### src/rtl/store_write_buffer_pkg.sv
// Shared definitions for the posted-store write buffer: drain FSM encodings and default depth.
// Latency: n/a (definitions only).
// Backpressure: n/a.
package store_write_buffer_pkg;

    // Default number of buffered stores.
    localparam int WB_DEPTH = 4;

    // Drain FSM encodings.
    localparam logic [1:0] ST_IDLE = 2'd0;
    localparam logic [1:0] ST_TRIG = 2'd1;
    localparam logic [1:0] ST_ACK  = 2'd2;
    localparam logic [1:0] ST_BUSY = 2'd3;

    // A store completes on the first ACK/BUSY cycle where the memory side is not busy.
    function automatic logic drain_done(input logic [1:0] st, input logic busy);
        return ((st == ST_ACK) || (st == ST_BUSY)) && !busy;
    endfunction

endpackage

### src/rtl/store_write_buffer_entry_store.sv
// Entry array for the write buffer: DEPTH x {addr, data, byte} with write port, head read and load-hit compare.
// Latency: write visible next cycle; head read and chk_hit are combinational.
// Backpressure: none; the caller only writes when a slot is free.
//
// Ports:
//   sysclk                      clock
//   wr_en/wr_ptr/wr_addr/...    write one entry at wr_ptr
//   rd_ptr, count               define which entries are live (rd_ptr .. rd_ptr+count-1, modulo DEPTH)
//   head_addr/data/byte         entry[rd_ptr]
//   chk_addr, chk_hit           word-address match against any live entry
module store_write_buffer_entry_store #(
    parameter int DEPTH = 4,
    parameter int AW    = 32,
    parameter int DW    = 32,
    parameter int PW    = $clog2(DEPTH)
) (
    input  logic          sysclk,
    input  logic          wr_en,
    input  logic [PW-1:0] wr_ptr,
    input  logic [AW-1:0] wr_addr,
    input  logic [DW-1:0] wr_data,
    input  logic          wr_byte,
    input  logic [PW-1:0] rd_ptr,
    input  logic [PW:0]   count,
    output logic [AW-1:0] head_addr,
    output logic [DW-1:0] head_data,
    output logic          head_byte,
    input  logic [AW-1:0] chk_addr,
    output logic          chk_hit
);

    logic [AW-1:0] addr_q [DEPTH];
    logic [DW-1:0] data_q [DEPTH];
    logic          byte_q [DEPTH];

    // Byte lanes are deliberately ignored by the load check.
    logic chk_lsb_unused;
    assign chk_lsb_unused = ^chk_addr[1:0];

    // Storage needs no reset: liveness is defined purely by rd_ptr/count.
    always_ff @(posedge sysclk) begin
        if (wr_en) begin
            addr_q[wr_ptr] <= wr_addr;
            data_q[wr_ptr] <= wr_data;
            byte_q[wr_ptr] <= wr_byte;
        end
    end

    assign head_addr = addr_q[rd_ptr];
    assign head_data = data_q[rd_ptr];
    assign head_byte = byte_q[rd_ptr];

    // Entry i is live when its distance from the head (modulo DEPTH) is below count.
    // The head entry stays live while it drains, so a load to it keeps stalling.
    always_comb begin
        chk_hit = 1'b0;
        for (int i = 0; i < DEPTH; i++) begin
            if (({1'b0, PW'(i) - rd_ptr} < count) &&
                (addr_q[i][AW-1:2] == chk_addr[AW-1:2])) begin
                chk_hit = 1'b1;
            end
        end
    end

endmodule

### src/rtl/store_write_buffer.sv
// Posted-store FIFO between CPU-side and memory-side couplers; drains in order via trigger/busy.
// Latency: push to mem_st_trigger 2 cycles on an empty buffer; minimum 3 cycles per drained store.
// Backpressure: push while full is dropped and sets sticky overflow; memory side holds a store with mem_st_busy.
//
// Ports:
//   sysclk, reset                      clock, synchronous active-high reset
//   push/push_addr/push_data/push_byte store from the CPU side
//   full, empty, count, overflow       occupancy status; overflow sticky until reset
//   mem_st_trigger/addr/data/byte      head entry offered to the memory side (trigger is a 1-cycle pulse)
//   mem_st_busy                        memory side still working on the store
//   chk_addr, chk_hit                  load address check against pending stores
module store_write_buffer
    import store_write_buffer_pkg::*;
#(
    parameter int DEPTH = WB_DEPTH,
    parameter int AW    = 32,
    parameter int DW    = 32
) (
    input  logic                     sysclk,
    input  logic                     reset,
    input  logic                     push,
    input  logic [AW-1:0]            push_addr,
    input  logic [DW-1:0]            push_data,
    input  logic                     push_byte,
    output logic                     full,
    output logic                     empty,
    output logic [$clog2(DEPTH):0]   count,
    output logic                     overflow,
    output logic                     mem_st_trigger,
    output logic [AW-1:0]            mem_st_addr,
    output logic [DW-1:0]            mem_st_data,
    output logic                     mem_st_byte,
    input  logic                     mem_st_busy,
    input  logic [AW-1:0]            chk_addr,
    output logic                     chk_hit
);

    localparam int PW = $clog2(DEPTH);
    localparam int CW = PW + 1;

    logic [PW-1:0] wr_ptr;
    logic [PW-1:0] rd_ptr;
    logic [1:0]    state;
    logic [1:0]    state_nxt;
    logic          push_acc;
    logic          pop;

    assign full     = (count == CW'(DEPTH));
    assign empty    = (count == '0);
    assign push_acc = push && !full;
    assign pop      = drain_done(state, mem_st_busy);

    // Trigger is decoded from the state register, so it is glitch-free and drops the cycle after reset.
    assign mem_st_trigger = (state == ST_TRIG);

    always_comb begin
        state_nxt = state;
        case (state)
            ST_IDLE: if (!empty) state_nxt = ST_TRIG;
            ST_TRIG: state_nxt = ST_ACK;
            ST_ACK:  state_nxt = mem_st_busy ? ST_BUSY : ST_IDLE;
            ST_BUSY: if (!mem_st_busy) state_nxt = ST_IDLE;
            default: state_nxt = ST_IDLE;
        endcase
    end

    // Pointers are PW bits wide, so increment wraps modulo DEPTH for free.
    always_ff @(posedge sysclk) begin
        if (reset) begin
            wr_ptr   <= '0;
            rd_ptr   <= '0;
            count    <= '0;
            overflow <= 1'b0;
            state    <= ST_IDLE;
        end else begin
            state <= state_nxt;
            if (push_acc) wr_ptr <= wr_ptr + 1'b1;
            if (pop)      rd_ptr <= rd_ptr + 1'b1;
            count <= count + CW'(push_acc) - CW'(pop);
            if (push && full) overflow <= 1'b1;
        end
    end

    store_write_buffer_entry_store #(
        .DEPTH (DEPTH),
        .AW    (AW),
        .DW    (DW),
        .PW    (PW)
    ) u_entries (
        .sysclk    (sysclk),
        .wr_en     (push_acc),
        .wr_ptr    (wr_ptr),
        .wr_addr   (push_addr),
        .wr_data   (push_data),
        .wr_byte   (push_byte),
        .rd_ptr    (rd_ptr),
        .count     (count),
        .head_addr (mem_st_addr),
        .head_data (mem_st_data),
        .head_byte (mem_st_byte),
        .chk_addr  (chk_addr),
        .chk_hit   (chk_hit)
    );

endmodule

### config.mk
export PLATFORM = sky130hd
export DESIGN_NAME = store_write_buffer
export DESIGN_NICKNAME = d
export VERILOG_FILES = /design/src/rtl/store_write_buffer_pkg.sv /design/src/rtl/store_write_buffer_entry_store.sv /design/src/rtl/store_write_buffer.sv
export SDC_FILE = /design/constraint.sdc
export NUM_CORES = 1
export LEC_CHECK = 0
export CAP_MARGIN = 20
export CORE_MARGIN = 10
export CORE_UTILIZATION = 58
export CTS_CLUSTER_DIAMETER = 30
export DETAILED_ROUTE_END_ITERATION = 12
export MAX_ROUTING_LAYER = met4
export PLACE_DENSITY = 0.95
export REMOVE_ABC_BUFFERS = 1
export SKIP_CTS_REPAIR_TIMING = 1
export SLEW_MARGIN = 0
export SYNTH_ARGS = -nofsm -noshare
export SYNTH_HDL_FRONTEND = slang
export SYNTH_SLANG_ARGS = --single-unit
### constraint.sdc
create_clock -name sysclk -period 5 [get_ports sysclk]
set_clock_uncertainty 0.1 [all_clocks]
set_input_delay 0.5 -clock sysclk [delete_from_list [all_inputs] [get_ports sysclk]]
set_output_delay 0.5 -clock sysclk [all_outputs]
set_load 0.01 [all_outputs]
==> flow_summary_export.csv, run 1 <==
group,metric,value,unit
clock_network,htreeDepth,2,
floorplan,die_h,160,µm
timing,worst_pin_slew,1070,ps
finish,final_cell_mix,"edfxtp_1 (260), clkdlybuf4s50_1 (171), xnor2_1 (76)",
place,hpwl,19100,µm
finish,num-fill-cells,1054,
routing,drt-total-wl,28800,µm
clock_network,root_buffer,"clkbuf_16",
finish,drive_above_1_share,20.2,%
routing,initialDrtViolationCount,490,
clock_network,clock_path_buffers,3,
yosys,yosysSeqAreaShare,70.7,%
yosys,ys_ff_latch,272,
setup_path,timing.rr.start,"count[2]",
setup_path,required,4400,ps
power_and_ir_drop,power_density,492,nW/µm²
flow_run,maxCapViolations,0,
finish,mostFrequentLayoutCell,"edfxtp_1",
floorplan,core_area,19400,µm²
place,place.gp.congestion,0.885,
setup_path,cp-start-kind,"register",
timing,rsz0062_at_grt,"no",
hold_path,hp-class,"reg2reg",
routing,ant_nets,0,
timing,maxSlewViolCount,0,
floorplan,dieArea,25600,µm²
timing,relSlewSlack,26.9,%
setup_path,path_class,"reg2out",
floorplan,start_util,58.7,%
routing,vias_per_cell,5.82,
yosys,ys_types,27,
timing,fin_crit_sh,80.1,%
yosys,syn_avg_cell_area,19.4,µm²
yosys,synth_warnings,0,
grt,track_usage,22.9,%
finish,final_nets,904,
clock_network,cts_buffers,49,
routing,first_pass_iters,5,
routing,drc,0,
setup_path,critPathArrivalTime,3410,ps
routing,vias,6405,
hold_path,holdCritStartpoint,"overflow",
grt,antenna_found_initial,3,
clock_network,clk_pin_slew,50,ps
grt,grt-ovfl-total,0,
yosys,syn_area,11400,µm²
grt,grt_pass1_vias,7139,
timing,setup_violations,0,
outcome,outcome,"complete, no violations",
yosys,syn_inst,588,
timing,fmax,250,MHz
power_and_ir_drop,ir_drop,0.351,mV
grt,grt_pass1_wl,43500,µm
place,dpl.cell_count,1006,
setup_path,crit_fanout,5,
clock_network,cts.sinks,272,
routing,wl_per_cell,26.2,µm
place,io_buffers,171,
timing,hold_violations,0,
timing,fin_crit,4010,ps
grt,grt_max_degree,41,
timing,tns,0,ps
setup_path,cp-end-kind,"output port",
clock_network,clk_latency,540,ps
floorplan,die_x,160,µm
setup_path,crit_path_start,"count[1]",
finish,syn_to_final_growth,32.5,%
floorplan,io_pins,174,
finish,fin_cells,1101,
power_and_ir_drop,leakagePower,0.00492,µW
floorplan,num_rows,51,
clock_network,cts_tree,"yes",
[power breakdown]
part / internal (µW) / leakage [µW] / total, µW / switching, µW
Combinational: 637 / 0.00164 / 1210 / 576
Clock: 2140 / 0.000799 / 3310 / 1160
Sequential: 2760 / 0.00248 / 2910 / 143
[routing by layer]
metal / vias to the layer above / share of wire (%) / GRT usage, %
li1: 2764 / - / -
met1: 3228 / 38 / 26.6
met2: 359 / 50 / 37.4
met3: 54 / 9.6 / 7.28
met4: 0 / 2.7 / 7.55
met5: - / 0 / -
[cell type report]
class	instances	area [µm²]	area share, %
clock buffer	55	1250	8.27
clock inverter	37	440	2.92
antenna	3	7.51	0.0497
tap	265	332	2.20
sequential	272	8050	53.4
multi-input combinational	274	3160	21.0
inverter	12	45.0	0.298
timing repair buffer	183	1800	11.9
[per-stage QoR]
step	area, µm²	util [%]	total power, µW	hold slack (ps)	worst slack (ps)
3_3_place_gp	13400	69.0	4090	351	1370
3_5_place_dp	13400	69.0	4150	387	1370
6_report	15100	77.8	7430	394	993
5_1_grt	15100	77.8	7670	427	780
4_1_cts	15100	77.8	7470	401	974
2_1_floorplan	11300	-	3500	358	946
[cell usage after synthesis]
cell type,instances,area share [%]
buf_6,2,0.20
xnor2_1,76,5.8
ha_1,10,1.1
nor2_1,8,0.26
nor3_1,2,0.088
dfxtp_1,12,2.1
a2111oi_0,5,0.38
buf_1,2,0.066
nor4_1,11,0.60
a21oi_1,6,0.26
nand2b_1,1,0.055
mux4_2,65,13
clkbuf_1,18,0.59
mux2i_1,1,0.088
xor2_1,49,3.8
fa_1,1,0.18
nand4_1,22,1.2
xor2_2,1,0.14
inv_1,12,0.40
nand2_1,4,0.13
a2111o_1,2,0.20
edfxtp_1,260,69
and2_1,4,0.22
nor2b_1,4,0.22
buf_2,8,0.35
or3_1,1,0.055
or4_1,1,0.066
[worst max-delay path: stages (launching register included)]
cell and delay, ps:
dfxtp_1 420, inv_1 170, ha_1 330, inv_1 50
a2111oi_0 560, nand4_1 200, or4_1 430, nand4_1 140
clkdlybuf4s50_1 560
[logic make-up (layout without fill, tap and decap cells)]
logic type      Yosys count  after routing  synth area share [%]
mux                      66             66                  12.9
buf+inv                  42            287                  1.60
flops                   272            272                  70.7
simple gates             58             58                  2.91
xor+xnor                126            126                  9.76
other cells               0              3                     0
compound gates           13             13                 0.846
fa+ha+maj                11             11                  1.27
[sequential cells by signal, summed over array words and instances, names as in the netlist, named ones only]
signal and cells:
u_entries.byte_q 4, u_entries.data_q 128, rd_ptr 2, wr_ptr 2, state 2, overflow 1
u_entries.addr_q 128, count 3
[path summary, 6_finish.rpt]
path | depth (start not counted) | end | slack (ps)
setup / recovery | 8 | chk_hit | 990
hold / removal | 2 | overflow | 390
setup reg to reg | 5 | u_entries.addr_q[0][30] | 2130
hold reg to reg | 2 | overflow | 390
Note: power is estimated with default switching activity, not from simulation.
==> run 2: changes to the inputs <==
--- a/config.mk
+++ b/config.mk
@@ -7,11 +7,11 @@
 export LEC_CHECK = 0
 export CAP_MARGIN = 20
 export CORE_MARGIN = 10
-export CORE_UTILIZATION = 58
+export CORE_UTILIZATION = 49
 export CTS_CLUSTER_DIAMETER = 30
 export DETAILED_ROUTE_END_ITERATION = 12
 export MAX_ROUTING_LAYER = met4
-export PLACE_DENSITY = 0.95
+export PLACE_DENSITY = 0.86
 export REMOVE_ABC_BUFFERS = 1
 export SKIP_CTS_REPAIR_TIMING = 1
 export SLEW_MARGIN = 0
==> constraint.sdc (replaced) <==
create_clock -name sysclk -period 3.5 [get_ports sysclk]
set_clock_uncertainty 0.1 [all_clocks]
set_input_delay 0.35 -clock sysclk [delete_from_list [all_inputs] [get_ports sysclk]]
set_output_delay 0.35 -clock sysclk [all_outputs]
set_load 0.01 [all_outputs]
==> flow_summary_export.csv, run 2 (synthesis gave the netlist of run 1 again) <==
group,metric,value,unit
finish,fin_cells,1156,
floorplan,num_rows,55,
floorplan,die_h,172,µm
hold_path,hp-class,"in2reg",
setup_path,max_stage_delay,550,ps
floorplan,dieArea,29700,µm²
finish,utilization,67.1,%
routing,drc,0,
timing,fmax,295,MHz
place,place.gp.congestion,0.924,
finish,top_regs,"u_entries.addr_q: 128 flops, u_entries.data_q: 128 flops, u_entries.byte_q: 4 flops",
power_and_ir_drop,ir_drop,0.440,mV
power_and_ir_drop,power_density,694,nW/µm²
setup_path,slowest_stage,"clkdlybuf4s50_1",
timing,maxSlewViolCount,0,
place,hpwl,19100,µm
routing,drt-total-wl,28300,µm
power_and_ir_drop,leakagePower,0.00495,µW
setup_path,cp-end-kind,"output port",
place,io_buffers,171,
setup_path,cp-start-kind,"register",
place,dpl.cell_count,1058,
finish,num-fill-cells,1475,
setup_path,critPathArrivalTime,2940,ps
timing,fin_crit_sh,96.9,%
clock_network,clk_pin_slew,40,ps
grt,grt_pass1_wl,41700,µm
clock_network,clock_path_buffers,3,
finish,drive_above_1_share,20.7,%
grt,grt_pass1_vias,6981,
finish,syn_to_final_growth,34.2,%
flow_run,maxCapViolations,0,
clock_network,root_buffer,"clkbuf_16",
finish,final_cell_mix,"edfxtp_1 (260), clkdlybuf4s50_1 (171), xnor2_1 (76)",
outcome,outcome,"complete, no violations",
power_and_ir_drop,p_total,10600,µW
routing,ant_nets,0,
floorplan,start_util,50.0,%
clock_network,clk_latency,520,ps
clock_network,cts_buffers,51,
finish,final_nets,910,
setup_path,crit_fanout,3,
floorplan,die_x,172,µm
finish,mostFrequentLayoutCell,"edfxtp_1",
grt,antenna_found_initial,4,
setup_path,required,3050,ps
routing,initialDrtViolationCount,537,
routing,vias_per_cell,5.47,
clock_network,cts_tree,"yes",
clock_network,cts.sinks,272,
grt,track_usage,19.6,%
timing,relSlewSlack,55.9,%
floorplan,core_area,22800,µm²
timing,setup_violations,0,
routing,wl_per_cell,24.4,µm
routing,vias,6325,
setup_path,path_cells,"inv_1, ha_1, inv_1, a2111oi_2, nand4_1, or4_1, nand4_1, clkdlybuf4s50_1",
timing,fin_crit,3390,ps
grt,grt_max_degree,53,
clock_network,htreeDepth,2,
floorplan,io_pins,174,
setup_path,path_class,"reg2out",
timing,worst_pin_slew,655,ps
setup_path,rrSetupSlack,830,ps
grt,grt-ovfl-total,0,
timing,hold_violations,0,
timing,rsz0062_at_grt,"no",
routing,first_pass_iters,4,
==> run 2: cell count changes in the layout (fill, tap and decap cells not counted), sizes merged, moves of 2 or more <==
cell	before	now
buf	12	16
inv	18	12
clkbuf	55	61
clkinv	16	18
==> run 2: per-stage QoR <==
| stage | hold slack [ps] | cell area [µm²] | worst slack, ps | setup TNS [ps] |
|---|---|---|---|---|
| floorplan | 319 | 11300 | -404 | -26270 |
| global placement | 348 | 13600 | 230 | 0 |
| detailed placement | 357 | 13600 | 221 | 0 |
| CTS | 327 | 15200 | -168 | -168 |
| global route | 346 | 15300 | 4.70 | 0 |
| finish | 350 | 15300 | 110 | 0 |
==> run 2: layer usage <==
layer	global-route usage (%)	up-vias	share of wire, %
met3	6.43	66	10
met2	30.4	322	48
li1	-	2769	-
met1	23.3	3168	38
met5	-	-	0
met4	7.91	0	3.1
==> run 2: worst paths after layout <==
path | from | endpoint | cells after the start
worst max register to register | count[2] | count[2] | 10
worst min-delay path | mem_st_busy | state[0] | 3
worst min register to register | overflow | overflow | 2
worst max-delay path | rd_ptr[1] | chk_hit | 8
==> run 2: power breakdown <==
part / internal, µW / total, µW / switching, µW
Sequential: 3950 / 4100 / 148
Clock: 3120 / 4690 / 1570
Combinational: 942 / 1820 / 877
Total: 8010 / 10600 / 2600
==> run 2: critical path: cells and delay by family, from the launching register on <==
kind	cells	cell delay (ps)
adder cells (fa/ha/maj)	1	300
AO/OA/AOI/OAI	1	310
AND/OR/NAND/NOR	3	730
buffers and inverters	3	690
flip-flops	1	380
==> run 2: area by class of cell <==
type	count	area [µm²]	area share (%)
diodes	4	10.0	0.0655
clock buffers	61	1360	8.88
clock inverters	33	328	2.15
inverters	12	45.0	0.295
multi-input cells	274	3190	20.9
flip-flops and latches	272	8050	52.7
well taps	313	392	2.56
repair buffers	187	1910	12.5
